$ cat config.mk
export PLATFORM = sky130hd
export DESIGN_NAME = rv32m_muldiv_seq
export DESIGN_NICKNAME = d
export VERILOG_FILES = /design/src/rtl/rv32m_muldiv_seq.sv
export SDC_FILE = /design/constraint.sdc
export NUM_CORES = 1
export LEC_CHECK = 0
export CAP_MARGIN = 0
export CORE_UTILIZATION = 45
export CTS_BUF_LIST = sky130_fd_sc_hd__clkbuf_8
export CTS_CLUSTER_DIAMETER = 100
export DETAILED_ROUTE_END_ITERATION = 12
export GPL_TIMING_DRIVEN = 0
export PLACE_DENSITY = 0.71
export SLEW_MARGIN = 10
export SYNTH_ARGS = -nofsm -noshare
export SYNTH_HDL_FRONTEND = slang
export SYNTH_SLANG_ARGS = --single-unit
$ cat constraint.sdc
create_clock -name i_clk -period 12.9 [get_ports i_clk]
set_input_delay 2.58 -clock i_clk [delete_from_list [all_inputs] [get_ports i_clk]]
set_output_delay 2.58 -clock i_clk [all_outputs]
set_load 0.005 [all_outputs]
$ cat src/rtl/rv32m_muldiv_seq.sv
// rtl/rv32m_muldiv_seq.sv - RV32M sequential multiply/divide unit with pipeline stall
module rv32m_muldiv_seq #(
  parameter int WIDTH = 32
) (
  input  logic             i_clk,
  input  logic             i_rst_n,
  input  logic             i_start,
  input  logic [2:0]       i_op,
  input  logic [WIDTH-1:0] i_rs1,
  input  logic [WIDTH-1:0] i_rs2,
  input  logic             i_flush,
  output logic             o_stall,
  output logic             o_done,
  output logic [WIDTH-1:0] o_result
);

  localparam int CNT_W = $clog2(WIDTH);

  typedef enum logic [1:0] {IDLE, CALC, DONE} state_t;

  state_t               state, state_next;
  logic [2:0]           op_q;
  logic                 neg_q;
  logic [WIDTH-1:0]     opnd_q;   // multiplicand magnitude or divisor magnitude
  logic [2*WIDTH-1:0]   acc_q;    // {hi, lo}: product, or {remainder, dividend/quotient}
  logic [CNT_W-1:0]     cnt_q;

  logic                 accept;
  logic                 a_signed, b_signed, a_neg, b_neg, neg_in;
  logic [WIDTH-1:0]     a_mag, b_mag;
  logic                 div_zero, div_ovf, special;
  logic [WIDTH-1:0]     special_res;
  logic [WIDTH:0]       mul_sum, rem_sh;
  logic                 fits;
  logic [WIDTH-1:0]     diff;
  logic [2*WIDTH-1:0]   mul_next, div_next, acc_next, prod_fix;
  logic [WIDTH-1:0]     div_sel, div_fix, calc_res;

  assign accept = (state == IDLE) && i_start && !i_flush;

  // Operand decode at accept time: signedness, magnitudes, result sign and early-out cases
  always_comb begin
    a_signed    = i_op[2] ? !i_op[0] : (i_op != 3'd3);
    b_signed    = i_op[2] ? !i_op[0] : !i_op[1];
    a_neg       = a_signed && i_rs1[WIDTH-1];
    b_neg       = b_signed && i_rs2[WIDTH-1];
    a_mag       = a_neg ? -i_rs1 : i_rs1;
    b_mag       = b_neg ? -i_rs2 : i_rs2;
    // REM/REMU take the dividend's sign; everything else the xor of the signed operands
    neg_in      = (i_op[2] && i_op[1]) ? a_neg : (a_neg ^ b_neg);
    div_zero    = i_op[2] && (i_rs2 == '0);
    div_ovf     = i_op[2] && !i_op[0] && (i_rs1 == {1'b1, {(WIDTH-1){1'b0}}}) && (i_rs2 == '1);
    special     = div_zero || div_ovf;
    special_res = '0;
    if (div_zero)
      special_res = i_op[1] ? i_rs1 : '1;
    else if (div_ovf)
      special_res = i_op[1] ? '0 : {1'b1, {(WIDTH-1){1'b0}}};
  end

  // One shift-add or restoring-divide step, plus the sign fix-up and result select
  always_comb begin
    mul_sum  = {1'b0, acc_q[2*WIDTH-1:WIDTH]} + (acc_q[0] ? {1'b0, opnd_q} : '0);
    mul_next = {mul_sum, acc_q[WIDTH-1:1]};
    rem_sh   = acc_q[2*WIDTH-1:WIDTH-1];
    fits     = rem_sh >= {1'b0, opnd_q};
    diff     = rem_sh[WIDTH-1:0] - opnd_q;
    div_next = {(fits ? diff : rem_sh[WIDTH-1:0]), acc_q[WIDTH-2:0], fits};
    acc_next = op_q[2] ? div_next : mul_next;
    prod_fix = neg_q ? -acc_next : acc_next;
    div_sel  = op_q[1] ? acc_next[2*WIDTH-1:WIDTH] : acc_next[WIDTH-1:0];
    div_fix  = neg_q ? -div_sel : div_sel;
    case (op_q)
      3'd0:                calc_res = prod_fix[WIDTH-1:0];
      3'd1, 3'd2, 3'd3:    calc_res = prod_fix[2*WIDTH-1:WIDTH];
      default:             calc_res = div_fix;
    endcase
  end

  // State register
  always_ff @(posedge i_clk or negedge i_rst_n) begin
    if (!i_rst_n) state <= IDLE;
    else          state <= state_next;
  end

  // Next-state and stall; a flush always wins and returns to IDLE
  always_comb begin
    state_next = state;
    o_stall    = i_rst_n && (accept || (state == CALC));
    case (state)
      IDLE:    if (accept) state_next = special ? DONE : CALC;
      CALC:    if (cnt_q == '0) state_next = DONE;
      DONE:    state_next = IDLE;
      default: state_next = IDLE;
    endcase
    if (i_flush) state_next = IDLE;
  end

  // Datapath registers, iteration counter and registered result/done
  always_ff @(posedge i_clk or negedge i_rst_n) begin
    if (!i_rst_n) begin
      op_q     <= '0;
      neg_q    <= 1'b0;
      opnd_q   <= '0;
      acc_q    <= '0;
      cnt_q    <= '0;
      o_done   <= 1'b0;
      o_result <= '0;
    end else begin
      o_done <= 1'b0;
      if (accept) begin
        op_q   <= i_op;
        neg_q  <= neg_in;
        opnd_q <= i_op[2] ? b_mag : a_mag;
        acc_q  <= {{WIDTH{1'b0}}, (i_op[2] ? a_mag : b_mag)};
        cnt_q  <= CNT_W'(WIDTH - 1);
        if (special) begin
          o_result <= special_res;
          o_done   <= 1'b1;
        end
      end else if (state == CALC && !i_flush) begin
        acc_q <= acc_next;
        cnt_q <= cnt_q - 1'b1;
        if (cnt_q == '0) begin
          o_result <= calc_res;
          o_done   <= 1'b1;
        end
      end
    end
  end

endmodule

Yosys cells after proc, flatten, opt, wreduce, memory -nomap -nowiden:

Index checks and enable logic that the tools add are counted.

* bits in registers: 140
* word-level logic and storage cells: 87

* mux-type cells: 35
* equality and inequality tests: 10
* $lt $le $gt $ge: 1
* add/sub/neg operators: 7
* bitwise logic cells: 1
* reduce and logical (&&, ||, !) cells: 25

Operator list (count)
* $mux 32: 16
* $mux 64: 4
* $neg 32->32: 3
* $eq 32x32->1 const B: 2
* $neg 64->64: 1
* $pmux 32 s2: 1
* $add 32x32->33: 1
* $ge 33x32->1: 1
* $logic_not 32->1: 1
* $sub 32x32->32: 1
* $logic_and 1x1->1: 11
* $mux 5: 2
* $mux 2: 4
* $mux 1: 7
* $eq 3x2->1 const B: 2
* $ne 3x2->1 const B: 2
* $logic_not 5->1: 1
* $sub 5x1->5 const B: 1
* $pmux 2 s2: 1
* $reduce_bool 2->1: 2
* $eq 3x1->1 const B: 1
* $logic_not 1->1: 3
* $logic_not 3->1: 1
* $ne 3x3->1 const B: 1
* other kinds (8): 9

Depth between registers and ports, before layout:

Gate-level depths: netlist (run 1).

* depth after elaboration: 10
* mapped depth: 23
* mapped depth without buffers: 20

Worst setup path before layout (run 1):

Ideal clock, no wire load.

* path kind: input to output
* from: in i_flush
* to: out o_stall
* data arrival time: 4154 ps
* cell stages on the path: 5
* setup slack: 6166 ps
* cell sequence: nor4b_1 > clkbuf_1 > clkbuf_1 > clkbuf_1 > o21a_1

* cells in the longest elaborated chain, start to end: 4

RTL lines
* from (decl): line 11 `input logic i_flush,`
* $logic_not 1->1: line 39 `assign accept = (state == IDLE) && i_start && !i_flush;`
* $logic_and 1x1->1: line 39
* $logic_or 1x1->1: line 89 `o_stall = i_rst_n && (accept || (state == CALC));`
* $logic_and 1x1->1: line 89
* to (decl): line 12 `output logic o_stall,`

No other way between the ends.

Worst setup path in the final report (run 1):

Same ends and word-level chain as after synthesis.

==> results.py, run 1 <==
metrics = {
    "global_route": {
        "grt_use_total": 0.437,
        "grt_pass1_vias": 19100,
        "grt_pass1_wl_um": 123000,
        "grt.busiest_layer": "met2",
        "grt_max_degree": 103,
        "use_met1": 0.546,
        "use_met2": 0.682,
        "antenna_found_initial": 3,
        "overflow": 0,
        "met3_usage": 0.0958,
    },
    "routing": {
        "drt_iter0_drc": 2110,
        "drc_errors": 0,
        "vias_per_cell": 6.66,
        "wl_um": 83600,
        "vias": 19700,
        "antenna_left": 0,
        "first_pass_iters": 9,
        "drt-wirelength-per-cell_um": 28.3,
    },
    "power_and_ir_drop": {
        "finalPower_mw": 4.57,
        "power_density_mw_per_mm2": 241,
        "p_sw_frac": 0.600,
        "p_leak_nw": 7.41,
        "p_switching_mw": 2.74,
        "combPwrFrac": 0.750,
        "pwr-share-clk": 0.090,
        "p_int_mw": 1.82,
        "vdd_drop_max_mv": 0.0856,
        "pwr-share-seq": 0.160,
    },
    "layout": {
        "multi_input_area_mm2": 0.0125,
        "fin_cells": 2956,
        "nets": 2618,
        "drive_gt1_frac": 0.0394,
        "seqCellArea_mm2": 0.00350,
        "area_growth_pct": 12.3,
        "design_area_mm2": 0.0190,
        "final_util": 0.515,
        "fillers": 3730,
    },
    "placement": {
        "placed_cells": 2923,
        "dp_hpwl_um": 67900,
        "dpl_cell_area_mm2": 0.0185,
        "place.gp.congestion": 1.02,
        "io_buffers": 103,
    },
    "job": {
        "cap_violations": 0,
    },
    "cts": {
        "clkTransAtPathRegs_ns": 0.09,
        "ctsHoldBuffers": 0,
        "cts_setup_buffers": 0,
        "cts_buffers": 17,
        "cts-root-buf": "clkbuf_8",
        "cts.repair.resized": 0,
        "cts.path.max_buffers": 2,
        "clock_latency_ns": 0.54,
        "cts.sinks": 140,
        "htreeDepth": 4,
        "cts_tree": "built",
    },
    "critical_path": {
        "r2r-start": "op_q[2]",
        "cp_max_fo": 10,
        "end_kind": "primary output",
        "r2r_cells": 18,
        "critPathLaunchType": "input port",
        "crit_start": "i_flush",
        "cp_data_arrival_time_ns": 6.46,
        "path_class": "in2out",
        "critPathRequiredTime_ns": 10.32,
    },
    "floorplan": {
        "num_rows": 70,
        "die_h_um": 196,
        "io_pins": 105,
        "fp.dieW_um": 196,
        "initial_core_util": 0.459,
        "die-area_mm2": 0.0383,
        "fp.coreArea_mm2": 0.0368,
    },
    "synthesis": {
        "synth_most_common_cell": "nand2_1",
        "synth_seq_cells": 140,
        "ys_seq_area_frac": 0.208,
        "synth_top_area_cell": "dfrtp_1",
        "synth_ff_type": "dfrtp_1",
        "syn_inst": 2351,
        "synth.avg_cell_area_um2": 7.18,
        "mappedNetlistArea_mm2": 0.0169,
        "yosys-top-cells-area": "dfrtp_1 21%, o21ai_0 6.9%, nand2_1 6.2%",
        "yosys.area.top_type_share": 0.208,
        "ys_types": 92,
        "ys_warn_count": 0,
        "synthArstFlopShare": 1.00,
        "syn_nets": 2495,
        "synth_top_cells_by_count": "278 x nand2_1, 234 x o21ai_0, 219 x nor2_1, 198 x a21oi_1, 140 x dfrtp_1",
        "synth_edf_count": 0,
    },
    "sta": {
        "fmax_ghz": 0.111,
        "clock_skew_ns": 0.0299,
        "tightest_slew_ns": 1.36,
        "drv_slew": 0,
        "min_period_over_period": 0.701,
        "layout_min_cycle_time_ns": 9.04,
        "hold_violations": 0,
        "setup_viol": 0,
        "rsz0062_at_grt": "no",
        "slew-limit-headroom": 0.0790,
        "tns_ns": 0,
    },
    "worst_hold_path": {
        "hold_depth": 2,
        "hp-start": "o_result[5]",
        "holdCritPathClass": "reg2reg",
    },
    "status": {
        "status": "finished clean",
    },
}
-- area by class of cell --
| class | instances | area share |
|---|---|---|
| Sequential cell | 140 | 0.185 |
| Clock buffer | 17 | 0.0123 |
| Timing Repair Buffer | 104 | 0.0561 |
| Antenna cell | 1 | 0.000132 |
| Clock inverter | 15 | 0.00937 |
| Inverter | 69 | 0.0137 |
| Multi-Input combinational cell | 1983 | 0.659 |
| Buffer | 159 | 0.0337 |
| Tap cell | 468 | 0.0309 |
-- path summary, 6_finish.rpt --
path / end / slack [ns]
max in group asynchronous: acc_q[2] / 10.09
worst min register to register: o_result[5] / 0.51
worst min-delay path: o_result[5] / 0.51
worst max-delay path: o_stall / 3.86
worst max register to register: o_result[30] / 4.05
min in group asynchronous: opnd_q[29] / 1.93
-- kinds of logic after synthesis --
| kind of cell | after synthesis | share of synthesized area |
|---|---|---|
| flip-flops | 140 | 0.208 |
| XOR/XNOR | 183 | 0.0950 |
| AND/OR/NAND/NOR | 849 | 0.243 |
| AO/OA/AOI/OAI | 815 | 0.308 |
| multiplexers | 63 | 0.0380 |
| adder cells (fa/ha/maj) | 73 | 0.0550 |
| buffers and inverters | 228 | 0.0532 |
-- critical path, cell delays in order --
cell	delay, ns
clkdlybuf4s50_1	0.47
nor4b_2	0.87
clkbuf_1	0.56
clkbuf_1	0.64
clkbuf_1	0.58
o21a_1	0.25
clkdlybuf4s50_1	0.50
-- power by group through the flow --
stage          logic, mW  registers [mW]  clock network [mW]
2_1_floorplan       2.24           0.641                   0
3_3_place_gp        3.24           0.721                   0
3_5_place_dp        3.26           0.724                   0
4_1_cts             3.28           0.714               0.405
5_1_grt             3.63           0.739               0.424
6_report            3.43           0.730               0.411
-- through the flow --
stage | hold WS, ns | setup slack (ns)
2_1_floorplan | 0.460 | 6.17
3_3_place_gp | 0.482 | 1.37
3_5_place_dp | 0.484 | 4.07
4_1_cts | 0.513 | 4.05
5_1_grt | 0.533 | 3.86
6_report | 0.506 | 3.86
-- cells in the final DEF (no fill, tap or decap), drive strengths merged, types with 74 or more instances in the layout --
cell type / n
o21ai: 243
xnor2: 103
dfrtp: 140
nor2: 219
o211ai: 76
xor2: 80
inv: 74
a21oi: 201
clkdlybuf4s50: 102
clkbuf: 135
nand2: 278
-- state kept, by name, indices dropped and copies added, names as in the netlist --
name / flops
acc_q: 64
cnt_q: 5
neg_q: 1
o_done: 1
o_result: 32
op_q: 3
opnd_q: 32
state: 2
-- per-layer routing --
layer / wire length, um / vias up
li1: - / 8885
met1: 33200 / 9315
met2: 36400 / 1215
met3: 8140 / 280
met4: 5860 / 4
met5: 25 / -
No activity file was read; power rests on OpenSTA's default activity.
==> inputs of run 2 (changes only) <==
- PLACE_DENSITY: 0.71 -> 0.74
- clock period: 12.9 -> 8.1 ns (I/O delays scaled with it)
==> results.py, run 2 (synthesis results as in run 1) <==
metrics = {
    "routing": {
        "drt_iter0_drc": 2314,
        "drt-wirelength-per-cell_um": 28.6,
        "antenna_left": 0,
        "vias": 20000,
        "wl_um": 84600,
        "vias_per_cell": 6.76,
        "drc_errors": 0,
        "first_pass_iters": 6,
    },
    "floorplan": {
        "die_h_um": 196,
        "fp.dieW_um": 196,
        "die-area_mm2": 0.0383,
        "initial_core_util": 0.459,
        "num_rows": 70,
        "io_pins": 105,
        "fp.coreArea_mm2": 0.0368,
    },
    "critical_path": {
        "critPathRequiredTime_ns": 8.51,
        "cp_data_arrival_time_ns": 8.37,
        "cp_max_fo": 10,
        "end_kind": "flop",
        "critPathLaunchType": "flop",
        "path_class": "reg2reg",
    },
    "cts": {
        "cts-root-buf": "clkbuf_8",
        "clock_latency_ns": 0.55,
        "cts_setup_buffers": 0,
        "cts_buffers": 17,
        "cts.sinks": 140,
        "ctsHoldBuffers": 0,
        "cts_tree": "built",
        "htreeDepth": 4,
        "clkTransAtPathRegs_ns": 0.10,
        "cts.path.max_buffers": 2,
    },
    "placement": {
        "placed_cells": 2923,
        "dpl_cell_area_mm2": 0.0185,
        "io_buffers": 103,
        "dp_slack_ns": -0.164,
        "place.gp.congestion": 1.03,
        "dp_hpwl_um": 68700,
    },
    "sta": {
        "min_period_over_period": 0.982,
        "drv_slew": 0,
        "tightest_slew_ns": 1.23,
        "hold_violations": 0,
        "layout_min_cycle_time_ns": 7.95,
        "worst_slack_ns": 0.146,
        "tns_ns": 0,
        "clock_skew_ns": 0.0199,
        "slew-limit-headroom": 0.172,
        "fmax_ghz": 0.126,
        "rsz0062_at_grt": "no",
        "setup_viol": 0,
    },
    "power_and_ir_drop": {
        "power_density_mw_per_mm2": 385,
        "finalPower_mw": 7.30,
        "vdd_drop_max_mv": 0.162,
        "p_leak_nw": 7.42,
    },
    "layout": {
        "num_antenna_cells": 0,
        "reg_top3": "acc_q x64, o_result x32, opnd_q x32",
        "fin_cells": 2955,
        "largest_reg_flops": 64,
        "drive_gt1_frac": 0.0398,
        "layout.cells.most_common": "nand2_1",
        "mostFrequentLayoutCells": "278 x nand2_1, 234 x o21ai_0, 219 x nor2_1",
        "design_area_mm2": 0.0190,
        "area_growth_pct": 12.3,
        "nets": 2618,
        "fillers": 3748,
        "top_register": "acc_q",
    },
    "global_route": {
        "overflow": 0,
        "grt_pass1_wl_um": 123000,
        "grt_use_total": 0.440,
        "antenna_found_initial": 3,
        "grt_pass1_vias": 18800,
        "grt_max_degree": 102,
    },
    "worst_hold_path": {
        "holdCritPathClass": "reg2reg",
    },
    "status": {
        "status": "finished clean",
    },
    "job": {
        "cap_violations": 0,
    },
}
==> run 2: cell count changes in the layout (fill, tap and decap cells not counted), moves of 2 or more <==
cell,change
clkbuf_2,+2
clkinv_2,+2
clkinv_4,+3
inv_6,-3
inv_8,-2
==> run 2: area by class of cell <==
| cell class | count | area [um2] | share of cell area |
|---|---|---|---|
| well taps | 468 | 586 | 0.0309 |
| plain buffers | 159 | 642 | 0.0339 |
| repair buffers | 104 | 1060 | 0.0561 |
| inverters | 69 | 259 | 0.0137 |
| flip-flops and latches | 140 | 3500 | 0.185 |
| multi-input cells | 1983 | 12500 | 0.658 |
| clock inverters | 15 | 188 | 0.00990 |
| clock buffers | 17 | 234 | 0.0123 |
==> run 2: final timing paths <==
path                            slack (ns)      endpoint   startpoint  cells after the start
max in group asynchronous             6.24     opnd_q[3]      i_rst_n                      2
worst min register to register        0.51   o_result[9]  o_result[9]                      2
worst min-delay path                  0.51   o_result[9]  o_result[9]                      2
worst max register to register        0.15  o_result[30]      op_q[2]                     18
worst max-delay path                  0.15  o_result[30]      op_q[2]                     18
min in group asynchronous             0.95    opnd_q[29]      i_rst_n                      1
==> run 2: metrics by stage <==
step,util,hold slack (ns)
floorplan,-,0.460
global placement,0.503,0.483
detailed placement,0.504,0.491
CTS,0.515,0.514
global route,0.515,0.530
finish,0.515,0.509
==> run 2: critical path, cell delays in order (launching register included) <==
cell,delay (ns)
dfrtp_1,0.32
buf_2,0.22
buf_2,0.43
buf_2,0.49
buf_1,0.67
clkbuf_1,0.65
clkbuf_2,0.56
buf_1,0.72
clkbuf_2,0.53
o21ai_0,0.19
a32oi_1,0.47
ha_1,0.28
nor4b_2,0.29
nand2_1,0.24
nor4b_4,0.49
nand4b_1,0.30
or4_1,0.47
a211oi_1,0.32
a21oi_1,0.12
==> run 2: report_power, final <==
part           internal (mW)  switching (mW)
clock network          0.310           0.354
registers              0.870           0.292
logic                   1.75            3.72
==> run 2: metal layers <==
| layer | vias to the layer above | global-route usage | routed length, um |
|---|---|---|---|
| met3 | 279 | 0.0701 | 8000 |
| li1 | 8897 | - | - |
| met2 | 1248 | 0.685 | 36700 |
| met5 | - | 0 | 0 |
| met1 | 9557 | 0.570 | 34200 |
| met4 | 0 | 0.276 | 5720 |
==> run 2: timing repair <==
action,CTS,global route
pin swaps,0,0
endpoints found under the setup margin,3,1
resized for setup,2,1
gates cloned,0,0
